===== config.mk =====
export PLATFORM = sky130hd
export DESIGN_NAME = mips_mult_div
export DESIGN_NICKNAME = d
export VERILOG_FILES = /design/src/rtl/mips_md_pkg.sv /design/src/rtl/mips_mult_div.sv
export SDC_FILE = /design/constraint.sdc
export NUM_CORES = 1
export LEC_CHECK = 0
export CORE_AREA = 2 2 330 201
export DETAILED_ROUTE_END_ITERATION = 8
export DIE_AREA = 0 0 332 203
export PLACE_DENSITY = 0.55
export RECOVER_POWER = 100
export SKIP_LAST_GASP = 1
export SLEW_MARGIN = 15
export SYNTH_ARGS = -nofsm -noshare
export SYNTH_HDL_FRONTEND = slang
export SYNTH_SLANG_ARGS = --single-unit

===== constraint.sdc =====
create_clock -name clk -period 4.6 [get_ports clk]
set_input_delay 0.69 -clock clk [delete_from_list [all_inputs] [get_ports clk]]
set_output_delay 0.69 -clock clk [all_outputs]
set_load 0.02 [all_outputs]

===== src/rtl/mips_md_pkg.sv =====
// Shared encodings and arithmetic helpers for the MIPS multiply/divide unit.
// Pure definitions: no latency, no flow control.
package mips_md_pkg;

   localparam logic [1:0] MD_MULT  = 2'b00;
   localparam logic [1:0] MD_MULTU = 2'b01;
   localparam logic [1:0] MD_DIV   = 2'b10;
   localparam logic [1:0] MD_DIVU  = 2'b11;

   localparam int MD_ITER = 32;

   typedef enum logic [1:0] {
      ST_IDLE = 2'd0,
      ST_RUN  = 2'd1,
      ST_FIX  = 2'd2
   } md_state_t;

   // 33-bit result so that the magnitude of 0x80000000 is representable.
   function automatic logic [32:0] abs33(input logic [31:0] v, input logic is_signed);
      logic [32:0] ext;
      ext = {is_signed & v[31], v};
      return ext[32] ? (33'd0 - ext) : ext;
   endfunction

   function automatic logic [63:0] neg64(input logic [63:0] v);
      return ~v + 64'd1;
   endfunction

endpackage


===== src/rtl/mips_mult_div.sv =====
// Iterative MULT/MULTU/DIV/DIVU with HI/LO; fixed 33-cycle latency from start to result.
// No backpressure: requests are dropped while busy, so control must stall on sig_md_busy.
module mips_mult_div
   import mips_md_pkg::*;
#(
   parameter int WIDTH = 32
) (
   input  logic             clk,
   input  logic             rst_n,
   input  logic [WIDTH-1:0] operand_a,
   input  logic [WIDTH-1:0] operand_b,
   input  logic [1:0]       sig_md_op,
   input  logic             sig_md_start,
   input  logic             sig_mthi,
   input  logic             sig_mtlo,
   output logic [WIDTH-1:0] hi_out,
   output logic [WIDTH-1:0] lo_out,
   output logic             sig_md_busy,
   output logic             sig_md_done
);

   md_state_t   r_state;
   logic [1:0]  r_op;
   logic        r_sign_a;
   logic        r_sign_b;
   logic [32:0] r_mag_a;
   logic [32:0] r_mag_b;
   logic [31:0] r_a_raw;
   logic [63:0] r_acc;
   logic [32:0] r_rem;
   logic [4:0]  r_cnt;
   logic [31:0] r_hi;
   logic [31:0] r_lo;
   logic        r_busy;
   logic        r_done;

   logic        w_start_signed;
   logic        w_start_div;
   logic [32:0] w_abs_a;
   logic [32:0] w_abs_b;
   logic        w_is_div;
   logic        w_is_signed;
   logic        w_neg_res;
   logic [32:0] w_sum;
   logic [33:0] w_trial;
   logic        w_ge;
   logic [32:0] w_diff;
   logic [63:0] w_prod;
   logic [31:0] w_quo;
   logic [31:0] w_rmd;

   assign w_start_signed = (sig_md_op == MD_MULT) || (sig_md_op == MD_DIV);
   assign w_start_div    = (sig_md_op == MD_DIV)  || (sig_md_op == MD_DIVU);
   assign w_abs_a        = abs33(operand_a, w_start_signed);
   assign w_abs_b        = abs33(operand_b, w_start_signed);

   assign w_is_div    = (r_op == MD_DIV)  || (r_op == MD_DIVU);
   assign w_is_signed = (r_op == MD_MULT) || (r_op == MD_DIV);
   assign w_neg_res   = w_is_signed && (r_sign_a ^ r_sign_b);

   // Multiply: upper half accumulates, lower half shifts the multiplier out LSB first.
   assign w_sum = {1'b0, r_acc[63:32]} + r_mag_a;

   // Divide: r_acc[31:0] shifts the dividend out MSB first and the quotient in.
   assign w_trial = {r_rem, r_acc[31]};
   assign w_ge    = w_trial >= {1'b0, r_mag_b};
   assign w_diff  = w_trial[32:0] - r_mag_b;

   assign w_prod = w_neg_res ? neg64(r_acc) : r_acc;
   assign w_quo  = w_neg_res ? (32'd0 - r_acc[31:0]) : r_acc[31:0];
   assign w_rmd  = (w_is_signed && r_sign_a) ? (32'd0 - r_rem[31:0]) : r_rem[31:0];

   always_ff @(posedge clk or negedge rst_n) begin
      if (!rst_n) begin
         r_state  <= ST_IDLE;
         r_op     <= MD_MULT;
         r_sign_a <= 1'b0;
         r_sign_b <= 1'b0;
         r_mag_a  <= '0;
         r_mag_b  <= '0;
         r_a_raw  <= '0;
         r_acc    <= '0;
         r_rem    <= '0;
         r_cnt    <= '0;
         r_hi     <= '0;
         r_lo     <= '0;
         r_busy   <= 1'b0;
         r_done   <= 1'b0;
      end else begin
         case (r_state)
            ST_IDLE: begin
               r_done <= 1'b0;
               if (sig_md_start) begin
                  r_op     <= sig_md_op;
                  r_sign_a <= w_start_signed & operand_a[31];
                  r_sign_b <= w_start_signed & operand_b[31];
                  r_mag_a  <= w_abs_a;
                  r_mag_b  <= w_abs_b;
                  r_a_raw  <= operand_a;
                  r_acc    <= {32'd0, (w_start_div ? w_abs_a[31:0] : w_abs_b[31:0])};
                  r_rem    <= '0;
                  r_cnt    <= '0;
                  r_busy   <= 1'b1;
                  r_state  <= ST_RUN;
               end else begin
                  if (sig_mthi) r_hi <= operand_a;
                  if (sig_mtlo) r_lo <= operand_a;
               end
            end
            ST_RUN: begin
               if (w_is_div) begin
                  r_acc[31:0] <= {r_acc[30:0], w_ge};
                  r_rem       <= w_ge ? w_diff : w_trial[32:0];
               end else if (r_acc[0]) begin
                  r_acc <= {w_sum, r_acc[31:1]};
               end else begin
                  r_acc <= {1'b0, r_acc[63:1]};
               end
               r_cnt <= r_cnt + 5'd1;
               if (r_cnt == 5'(MD_ITER - 1)) r_state <= ST_FIX;
            end
            ST_FIX: begin
               if (!w_is_div) begin
                  r_hi <= w_prod[63:32];
                  r_lo <= w_prod[31:0];
               end else if (r_mag_b == 33'd0) begin
                  r_hi <= r_a_raw;
                  r_lo <= 32'hFFFF_FFFF;
               end else begin
                  r_hi <= w_rmd;
                  r_lo <= w_quo;
               end
               r_done  <= 1'b1;
               r_busy  <= 1'b0;
               r_state <= ST_IDLE;
            end
            default: begin
               r_busy  <= 1'b0;
               r_done  <= 1'b0;
               r_state <= ST_IDLE;
            end
         endcase
      end
   end

   assign hi_out      = r_hi;
   assign lo_out      = r_lo;
   assign sig_md_busy = r_busy;
   assign sig_md_done = r_done;

endmodule

==> metrics.txt <==
# TYPE chip_impl_metric gauge
chip_impl_info{name="outcome",value="finished, violations left"} 1
chip_impl_info{name="violations",value="capacitance limit, slew limit"} 1
chip_impl_metric{name="dpl-instance-area",unit="µm²"} 21700
chip_impl_info{name="rr_startpoint",value="r_acc[12]"} 1
chip_impl_metric{name="via_count",unit=""} 19000
chip_impl_metric{name="first_iter_violations",unit=""} 2454
chip_impl_metric{name="via_cell_ratio",unit=""} 5.70
chip_impl_metric{name="yosys.area_share.adder",unit="%"} 4.84
chip_impl_metric{name="first_global_vias",unit=""} 17800
chip_impl_info{name="synth_top_cells_by_area",value="dfrtp_1, nand2_1, o21ai_0, xnor2_1, ha_1"} 1
chip_impl_metric{name="timing.reg2reg.worst_path_depth",unit=""} 9
chip_impl_metric{name="crit_path_max_fanout",unit=""} 8
chip_impl_metric{name="worst_clock_skew",unit="ns"} 0.0284
chip_impl_info{name="worstHoldEndpoint",value="lo_out[31]"} 1
chip_impl_metric{name="synth_cells",unit=""} 2371
chip_impl_metric{name="antenna_found_initial",unit=""} 3
chip_impl_metric{name="clkLatencyLatePin",unit="ns"} 0.60
chip_impl_metric{name="synthSimpleGateAreaFrac",unit="%"} 19.7
chip_impl_metric{name="cellPowerDensity",unit="nW/µm²"} 851
chip_impl_metric{name="synth_area_in_xor_xnor",unit="%"} 9.26
chip_impl_metric{name="drc",unit=""} 0
chip_impl_metric{name="cap_viol_max_count",unit=""} 7
chip_impl_metric{name="postLayoutSetupSlackWorst",unit="ns"} 0.411
chip_impl_metric{name="timing.fmax",unit="GHz"} 0.239
chip_impl_metric{name="post_cts.resized_instances",unit=""} 0
chip_impl_metric{name="static_leakage",unit="nW"} 9.52
chip_impl_metric{name="tritoncts.num_buffers",unit=""} 29
chip_impl_metric{name="placement.io_buffers",unit=""} 136
chip_impl_metric{name="reg2reg_setup_slack",unit="ns"} 0.41
chip_impl_metric{name="seq_area_frac_synth",unit="%"} 35.3
chip_impl_metric{name="crit_arrival",unit="ns"} 4.63
chip_impl_metric{name="core-area",unit="µm²"} 64100
chip_impl_metric{name="netlist.area_leader.share",unit="%"} 35.3
chip_impl_metric{name="required",unit="ns"} 5.04
chip_impl_metric{name="initial_utilization",unit="%"} 29.9
chip_impl_info{name="min_path_type",value="reg -> reg"} 1
chip_impl_info{name="cts_tree",value="done"} 1
chip_impl_info{name="crit_path_end_kind",value="flip-flop"} 1
chip_impl_info{name="cpMaxStageDelayCell",value="nor4_1"} 1
chip_impl_metric{name="finalWeightedCongestion",unit=""} 0.986
chip_impl_metric{name="num_io_pins",unit=""} 137
chip_impl_metric{name="syn-cell-area",unit="µm²"} 19200
chip_impl_metric{name="cts-hold-fix-buffers",unit=""} 0
chip_impl_metric{name="synth_cell_type_count",unit=""} 77
chip_impl_info{name="min_from",value="lo_out[31]"} 1
chip_impl_metric{name="setup_tns",unit="ns"} 0
chip_impl_metric{name="grt_max_degree",unit=""} 91
chip_impl_metric{name="cts.sinks",unit=""} 271
chip_impl_metric{name="worst_pin_slew",unit="ns"} 3.62
chip_impl_info{name="start_kind",value="flip-flop"} 1
chip_impl_metric{name="register_bit_total_from_synthesis",unit=""} 271
chip_impl_info{name="clk_root_buffer_cell",value="clkbuf_16"} 1
chip_impl_metric{name="postCtsSetupBuffers",unit=""} 0
chip_impl_metric{name="die_h",unit="µm"} 203
chip_impl_metric{name="post-route-util",unit="%"} 35.3
chip_impl_info{name="critical_path_class",value="reg -> reg"} 1
chip_impl_metric{name="avgRoutedWirePerCell",unit="µm"} 24.4
chip_impl_info{name="dominant_combinational_cell_family_by_area_after_synthesis",value="compound AO/OA/AOI/OAI gates"} 1
chip_impl_metric{name="finish.instance_area",unit="µm²"} 22700
chip_impl_metric{name="fin_crit",unit="ns"} 4.19
chip_impl_metric{name="max_slew_margin",unit="%"} -142
chip_impl_metric{name="synth-async-reset-ratio",unit="%"} 100
chip_impl_metric{name="worst_setup_hold_path_clk_slew",unit="ns"} 0.07
chip_impl_info{name="synthTopCellsByCount",value="nand2_1, dfrtp_1, o21ai_0"} 1
chip_impl_info{name="crit_chain",value="or4_1, or3_1, nor4_4, nand3_1, nor4_1, a21oi_1, xor2_1, o21ai_0, a21oi_1"} 1
chip_impl_metric{name="whs_path_depth",unit=""} 2
chip_impl_metric{name="complex_gate_fraction_of_the_synthesized_area",unit="%"} 23.2
chip_impl_info{name="rsz0062_at_grt",value="false"} 1
chip_impl_metric{name="grt_usage",unit="%"} 23.6
chip_impl_metric{name="grt_pass1_wl",unit="µm"} 120000
chip_impl_metric{name="totalWireLength",unit="µm"} 81700
chip_impl_info{name="yosysMostFrequentCell",value="nand2_1"} 1
chip_impl_metric{name="postSynthNetCount",unit=""} 2515
chip_impl_metric{name="post-dp-hpwl",unit="µm"} 63900
chip_impl_metric{name="row_count",unit=""} 72
chip_impl_info{name="timing.rr.end",value="hi_out[30]"} 1
chip_impl_metric{name="final_net_count",unit=""} 2611
chip_impl_metric{name="detailedRoute.firstPassIterationCount",unit=""} 6
chip_impl_metric{name="timing_max_transition_violations_final",unit=""} 303
chip_impl_metric{name="die_area",unit="µm²"} 67400
chip_impl_metric{name="htree_levels",unit=""} 1
chip_impl_metric{name="crit_path_max_incr_delay",unit="ns"} 0.98
chip_impl_metric{name="setup-violations-final",unit=""} 0
chip_impl_info{name="dominant_register_cell_in_the_synthesized_netlist",value="dfrtp_1"} 1
chip_impl_metric{name="layout-drive-gt1-share",unit="%"} 6.31
chip_impl_metric{name="yosys-mux-area-fraction",unit="%"} 3.25
chip_impl_metric{name="area_delta_synth_final",unit="%"} 18.1
chip_impl_metric{name="timing.final.crit_share",unit="%"} 91.1
chip_impl_metric{name="antenna_left",unit=""} 0
chip_impl_metric{name="synth_edf_count",unit=""} 0
chip_impl_metric{name="finalHoldViolations",unit=""} 0
chip_impl_metric{name="cts_max_path_buffers",unit=""} 3
chip_impl_metric{name="ys.warnings.count",unit=""} 0
chip_impl_info{name="yosysTopAreaCell",value="dfrtp_1"} 1
chip_impl_metric{name="average_size_of_a_mapped_cell",unit="µm²"} 8.09
chip_impl_metric{name="grt_overflow",unit=""} 0
chip_impl_metric{name="die_x",unit="µm"} 332
chip_impl_info{name="most_common_cell_on_crit_path",value="a21oi_1"} 1
chip_impl_metric{name="power.ir.vdd_worst",unit="mV"} 0.318
chip_impl_metric{name="placement.setup.worst_slack",unit="ns"} 0.519
## worst max path at each step
stage / start / endpoint / slack [ns] / cells past startpoint
after detailed placement: operand_b[3] / r_acc[24] / 0.52 / 10
after global placement: operand_b[3] / r_acc[22] / 0.60 / 10
final: r_acc[12] / hi_out[30] / 0.41 / 9
after floorplan: r_acc[31] / r_rem[1] / 1.30 / 14
after global routing: r_state[0] / r_rem[7] / 0.24 / 6
after CTS: r_acc[31] / r_rem[32] / 0.67 / 14
## layer usage
metal	track usage, %	part of all wire (%)	up-vias
li1	-	-	8723
met5	0	0.042	-
met1	37.1	49	9291
met4	4.72	2.0	4
met2	29.4	36	935
met3	8.74	13	88
## where the power goes
| part | internal [W] | switching, W | total, W |
|---|---|---|---|
| Combinational | 0.00450 | 0.00702 | 0.0115 |
| Clock | 0.00150 | 0.00111 | 0.00260 |
| Sequential | 0.00356 | 0.00160 | 0.00517 |
## flip-flops by register name, indices dropped and copies added (netlist names)
name / count
r_sign_b: 1
lo_out: 32
r_state: 2
sig_md_done: 1
r_cnt: 5
hi_out: 32
r_mag_a: 33
sig_md_busy: 1
r_sign_a: 1
r_a_raw: 31
r_rem: 33
r_acc: 64
r_op: 2
r_mag_b: 33
## kinds of logic (layout without fill, tap and decap cells)
family                   Yosys count  in the layout
AND/OR/NAND/NOR                  811            811
AO/OA/AOI/OAI                    727            727
flip-flops                       271            271
buffers and inverters            224            343
XOR/XNOR                         203            203
adder cells (fa/ha/maj)           73             73
multiplexers                      62             62
other                              0              1
## metrics by stage
step,power (W),instances,hold slack (ns)
6_report,0.0193,3342,0.474
5_1_grt,0.0207,3342,0.491
4_1_cts,0.0192,3341,0.105
3_5_place_dp,0.0165,3287,0.461
3_3_place_gp,0.0164,3287,0.452
2_1_floorplan,0.0124,2371,0.394
## cell type report
cell class                      count  area (µm²)
Timing Repair Buffer              216        1960
Antenna cell                        1        2.50
Clock inverter                     13         178
Fill cell                        6712       41500
Sequential cell                   271        6780
Inverter                           73         274
Clock buffer                       41         841
Tap cell                          851        1060
Multi-Input combinational cell   1876       11600
## critical path, delay by kind of cell (launching register included)
family,cells,cell delay (ns)
xor gates and xnor gates,1,0.23
and+or+nand+nor,5,2.76
AOI/OAI and AO/OA,3,0.59
DFF,1,0.45
## cells in the final DEF (no fill, tap or decap), drive strengths merged, types with 54 or more instances in the layout
master,count
nand2,387
ha,71
clkdlybuf4s50,65
dlygate4sd3,70
nand3,74
nor2,121
a21oi,175
xnor2,107
buf,67
mux2i,59
dfrtp,271
xor2,96
inv,73
o21ai,262
clkbuf,54
No activity file was read; power rests on OpenSTA's default activity.
